`src/rtl/serial_subtractor_8bit.sv`:
```
// -----------------------------------------------------------------------------
// serial_subtractor_8bit
//
// Bit-serial 8-bit subtractor. One full-subtractor stage is reused, LSB first,
// one bit per clock. An accepted start latches the operands and the borrow-in.
// Eight RUN cycles follow. The result is then published on D/bout, and done
// pulses for one cycle.
//
// Ports
//   clk    in   1  rising-edge clock
//   rst    in   1  synchronous, active-high reset
//   start  in   1  request a new subtraction (honoured in IDLE and DONE only)
//   A      in   8  minuend, sampled on the accepting edge
//   B      in   8  subtrahend, sampled on the accepting edge
//   bin    in   1  borrow-in, sampled on the accepting edge
//   D      out  8  A - B - bin (mod 256) of the last completed operation
//   bout   out  1  borrow-out of the last completed operation (A < B + bin)
//   busy   out  1  high while in RUN
//   done   out  1  one-cycle pulse in DONE; D/bout are valid for that op
// -----------------------------------------------------------------------------
module serial_subtractor_8bit (
  input  logic       clk,
  input  logic       rst,
  input  logic       start,
  input  logic [7:0] A,
  input  logic [7:0] B,
  input  logic       bin,
  output logic [7:0] D,
  output logic       bout,
  output logic       busy,
  output logic       done
);

  typedef enum logic [1:0] {IDLE, RUN, DONE} state_t;

  state_t     state;
  logic [7:0] a_q, b_q;   // latched operands, indexed by the bit counter
  logic [7:0] res_q;      // partial difference, shifts right as bits arrive
  logic       br_q;       // running borrow
  logic [2:0] cnt_q;      // index of the bit processed on the next edge

  // Single full-subtractor stage shared by all eight bits.
  logic a_i, b_i, d_i, br_n;
  always_comb begin
    a_i  = a_q[cnt_q];
    b_i  = b_q[cnt_q];
    d_i  = a_i ^ b_i ^ br_q;
    br_n = (~a_i & b_i) | (~(a_i ^ b_i) & br_q);
  end

  // A new operation may begin from IDLE, or back-to-back from DONE.
  // Requests that arrive during RUN are dropped.
  logic accept;
  assign accept = start && ((state == IDLE) || (state == DONE));

  // busy/done are kept as flops that are loaded with the next-state decode.
  // They therefore equal (state==RUN) and (state==DONE) without
  // combinational decode glitches.
  always_ff @(posedge clk) begin
    if (rst) begin
      state <= IDLE;
      a_q   <= 8'h00;
      b_q   <= 8'h00;
      res_q <= 8'h00;
      br_q  <= 1'b0;
      cnt_q <= 3'd0;
      D     <= 8'h00;
      bout  <= 1'b0;
      busy  <= 1'b0;
      done  <= 1'b0;
    end else begin
      case (state)
        IDLE, DONE: begin
          done <= 1'b0;
          if (accept) begin
            a_q   <= A;
            b_q   <= B;
            br_q  <= bin;
            res_q <= 8'h00;
            cnt_q <= 3'd0;
            state <= RUN;
            busy  <= 1'b1;
          end else begin
            state <= IDLE;
            busy  <= 1'b0;
          end
        end
        RUN: begin
          // The partial result stays internal. D only changes at completion,
          // so the previous answer stays visible for the whole run.
          res_q <= {d_i, res_q[7:1]};
          br_q  <= br_n;
          cnt_q <= cnt_q + 3'd1;
          if (cnt_q == 3'd7) begin
            D     <= {d_i, res_q[7:1]};
            bout  <= br_n;
            state <= DONE;
            busy  <= 1'b0;
            done  <= 1'b1;
          end
        end
        default: begin
          state <= IDLE;
          busy  <= 1'b0;
          done  <= 1'b0;
        end
      endcase
    end
  end

endmodule

```
`config.mk`:
```
export PLATFORM = sky130hd
export DESIGN_NAME = serial_subtractor_8bit
export DESIGN_NICKNAME = d
export VERILOG_FILES = /design/src/rtl/serial_subtractor_8bit.sv
export SDC_FILE = /design/constraint.sdc
export NUM_CORES = 1
export LEC_CHECK = 0
export ABC_AREA = 0
export BUFFER_PORTS_ARGS = -buffer_cell sky130_fd_sc_hd__buf_2
export CAP_MARGIN = 20
export CORE_MARGIN = 3
export CORE_UTILIZATION = 35
export CTS_CLUSTER_SIZE = 30
export DETAILED_ROUTE_END_ITERATION = 6
export PLACE_DENSITY = 0.56
export RECOVER_POWER = 100
export SLEW_MARGIN = 20
export SYNTH_ARGS = -nofsm -noshare
export SYNTH_HDL_FRONTEND = slang
export SYNTH_SLANG_ARGS = --single-unit
export TNS_END_PERCENT = 100
```
`constraint.sdc`:
```
create_clock -name clk -period 2.6 [get_ports clk]
set_input_delay 0.26 -clock clk [delete_from_list [all_inputs] [get_ports clk]]
set_output_delay 0.26 -clock clk [all_outputs]
set_load 0.05 [all_outputs]
```
==> flow_summary_export.csv <==
group,metric,value,unit
run_status,status,"finished clean",
grt,total_track_usage,0.135,
clocking,worst_skew_pair.late_latency,280,ps
worst_setup_path,timing.reg2reg.worst_path_depth,5,
grt,grt_antenna_before_repair,0,
detailed_routing,detail-route-antenna-nets,0,
detailed_routing,drt_first_pass_iters,4,
detailed_routing,via_density_per_instance,4.94,
power_and_ir_drop,swShare,0.239,
timing,fin_worst_skew,3.87,ps
clocking,cts_root_buffer,"sky130_fd_sc_hd__clkbuf_8",
final_layout,synthToLayoutAreaGrowth,15.4,%
worst_setup_path,critical_path.startpoint,"cnt_q[0]$_SDFFE_PP0P_",
timing,fmax,453,MHz
worst_setup_path,setup.worst_path.end,"D[7]$_SDFFE_PP0P_",
detailed_routing,route.final.wire_length,3310,µm
worst_setup_path,start_kind,"flop",
floorplan,fp.dieArea,0.00540,mm²
detailed_routing,routedWlPerCell,12.7,µm
detailed_routing,drc_errors,0,
worst_setup_path,critPathKind,"reg -> reg",
power_and_ir_drop,power_density,640,mW/mm²
worst_setup_path,worstPathRequired,2810,ps
grt,grt_pass1_vias,1293,
synthesis,synth.yosys.warnings,0,
timing,setup_repair_after_global_routing_missed_its_margin,"no",
synthesis,ys_seq_elements,40,
worst_hold_path,tightest_hold_check_type,"in -> reg",
timing,worst_max_slew_pin_slew,1240,ps
power_and_ir_drop,netsw,0.000281,W
timing,report.final.hold_viol_count,0,
clocking,worst_setup_hold_path_clk_slew,70,ps
final_layout,n_antenna_cell,0,
clocking,count_of_cells_resized_by_post_cts_repair,0,
floorplan,design.portCount,31,
place,portBuffers,30,
floorplan,floorplan.rows,23,
synthesis,post_synth_main_area_contributors,"sky130_fd_sc_hd__dfxtp_1 (50%), sky130_fd_sc_hd__a21oi_1 (12%), sky130_fd_sc_hd__nand2_1 (12%)",
timing,final_cycle_share,0.849,
clocking,number_of_levels_the_h_tree_was_split_into,2,
worst_hold_path,timing.hold.worst_path_depth,3,
place,post-dp-hpwl,2150,µm
timing,setup_viol,0,
clocking,clock_sink_count,40,
clocking,post_cts_hold_fix_bufs,0,
synthesis,netlist_instances,183,
worst_setup_path,reg2reg_to,"D[7]$_SDFFE_PP0P_",
worst_setup_path,timing.reg2reg.setup_slack,390,ps
synthesis,ys_seq_area_frac,0.502,
worst_setup_path,path_max_fanout,7,
synthesis,synth_top_area_frac,0.502,
floorplan,core,0.00420,mm²
place,placed_cells_incl_taps,253,
synthesis,ys_types,21,
grt,grt_pass1_wl,5760,µm
synthesis,synthesis.area_per_instance,8.71,µm²
clocking,cts_inserted_buffers,5,
synthesis,synth_nets,206,
grt,grt_start_max_net_pins,41,
power_and_ir_drop,seq_power_share,0.551,
detailed_routing,drt_first_iter_violations,79,
timing,slew-limit-headroom,0.170,
power_and_ir_drop,power_frac_comb,0.095,
worst_setup_path,critPathCaptureType,"flop",
grt,global_route.overflow_total,0,
floorplan,vertical_die_dimension,73.5,µm
final_layout,post_layout_nonfiller_instances,261,
worst_setup_path,reg2reg_launch_point,"cnt_q[0]$_SDFFE_PP0P_",
place,place.gp.congestion,0.674,
final_layout,final_nets,233,
worst_setup_path,cp.arrival,2420,ps
timing,min_period,2210,ps
synthesis,syn_area,0.00159,mm²
power_and_ir_drop,clock_power_share,0.354,
timing,totalNegativeSetupSlack,0,ps
clocking,ctsLongestPathBuffers,2,
clocking,post-cts-setup-buffer-count,0,
synthesis,synthDominantAreaCellType,"sky130_fd_sc_hd__dfxtp_1",
job,maxCapViolCount,0,
timing,finalMaxSlewViolations,0,
final_layout,drive_above_1_share,0.128,
power_and_ir_drop,irDropWorstVdd,317,µV
floorplan,initial_utilization,0.379,
power_and_ir_drop,power.leakage,0.680,nW
detailed_routing,via_count,1289,
power_and_ir_drop,internal_power,0.000896,W
clocking,cts_tree,"yes",
floorplan,dieWidth,73.5,µm
sequential cells by signal, summed over array words and instances (netlist names):
name and count:
cnt_q 3, res_q 7, br_q 1, a_q 8
busy 1, D 8, state 2, done 1
bout 1, b_q 8
logic make-up after synthesis:
kind of cell               share of synthesized area
adders and majority gates                     0.0283
and+or+nand+nor                                0.214
AOI/OAI and AO/OA                              0.132
muxes                                         0.0793
buffers and inverters                         0.0440
DFF                                            0.502
cell usage after synthesis:
cell type and instances:
sky130_fd_sc_hd__nand2_1 49, sky130_fd_sc_hd__dfxtp_1 40, sky130_fd_sc_hd__a21oi_1 37, sky130_fd_sc_hd__nand3_1 19
sky130_fd_sc_hd__clkbuf_1 8, sky130_fd_sc_hd__buf_2 5, sky130_fd_sc_hd__mux4_1 4, sky130_fd_sc_hd__nand2b_1 3
sky130_fd_sc_hd__nor2_1 3, sky130_fd_sc_hd__ha_1 2, sky130_fd_sc_hd__nand3b_1 2, sky130_fd_sc_hd__nor2b_1 2
sky130_fd_sc_hd__a2bb2oi_1 1, sky130_fd_sc_hd__a311oi_1 1, sky130_fd_sc_hd__buf_6 1, sky130_fd_sc_hd__fa_1 1
sky130_fd_sc_hd__inv_1 1, sky130_fd_sc_hd__mux2_2 1, sky130_fd_sc_hd__mux2i_1 1, sky130_fd_sc_hd__nor3_1 1
sky130_fd_sc_hd__o21a_1 1
cell type report:
cell class	count	area (µm²)
multi-input combinational	128	723
timing repair buffer	34	159
tap	50	62.6
sequential	40	801
fill	458	2360
clock buffer	8	90.1
inverter	1	3.75
power groups by stage:
stage          clock network [W]  registers, W  logic [W]
6_report                0.000417      0.000648   0.000112
3_5_place_dp                   0      0.000663   0.000115
4_1_cts                 0.000433      0.000649   0.000115
5_1_grt                 0.000455      0.000652   0.000127
2_1_floorplan                  0      0.000661  0.0000837
3_3_place_gp                   0      0.000663   0.000115
layout by cell type, fill, tap and decap left out, drive strengths merged:
cell type,netlist,routed
a21oi,37,37
a2bb2oi,1,1
a311oi,1,1
buf,6,21
clkbuf,8,21
dfxtp,40,40
fa,1,1
ha,2,2
inv,1,1
mux2,1,1
mux2i,1,1
mux4,4,4
nand2,49,49
nand2b,3,3
nand3,19,19
nand3b,2,2
nor2,3,3
nor2b,2,2
nor3,1,1
o21a,1,1
worst max-delay path: stages, from the launching register on:
cell and delay [ps]:
sky130_fd_sc_hd__dfxtp_1 480, sky130_fd_sc_hd__mux4_1 580, sky130_fd_sc_hd__mux2_1 330, sky130_fd_sc_hd__fa_1 530
sky130_fd_sc_hd__nand3_1 70, sky130_fd_sc_hd__a21oi_1 140
routing by layer:
| metal | vias to the layer above | part of all wire | global-route usage |
|---|---|---|---|
| li1 | 676 | - | - |
| met1 | 584 | 0.50 | 0.175 |
| met2 | 24 | 0.45 | 0.219 |
| met3 | 5 | 0.044 | 0.0342 |
| met4 | 0 | 0.0088 | 0.0423 |
| met5 | - | 0 | 0 |
worst min path at each step:
stage                 startpoint                   to
5_1_grt                     B[7]  b_q[7]$_SDFFE_PP0P_
3_5_place_dp   D[0]$_SDFFE_PP0P_    D[0]$_SDFFE_PP0P_
4_1_cts                     B[2]  b_q[2]$_SDFFE_PP0P_
6_report                    A[3]  a_q[3]$_SDFFE_PP0P_
3_3_place_gp   D[2]$_SDFFE_PP0P_    D[2]$_SDFFE_PP0P_
2_1_floorplan               A[0]  a_q[0]$_SDFFE_PP0P_
per-stage QoR:
step / total power, W / utilization / setup slack [ps] / cell area (µm²) / hold slack, ps
floorplan: 0.000744 / - / 581 / 1590 / 396
global placement: 0.000778 / 0.421 / 474 / 1770 / 440
detailed placement: 0.000778 / 0.421 / 439 / 1770 / 445
CTS: 0.00120 / 0.443 / 426 / 1860 / 199
global route: 0.00123 / 0.438 / 281 / 1840 / 203
finish: 0.00118 / 0.438 / 393 / 1840 / 205
No activity file was read; power rests on OpenSTA's default activity.
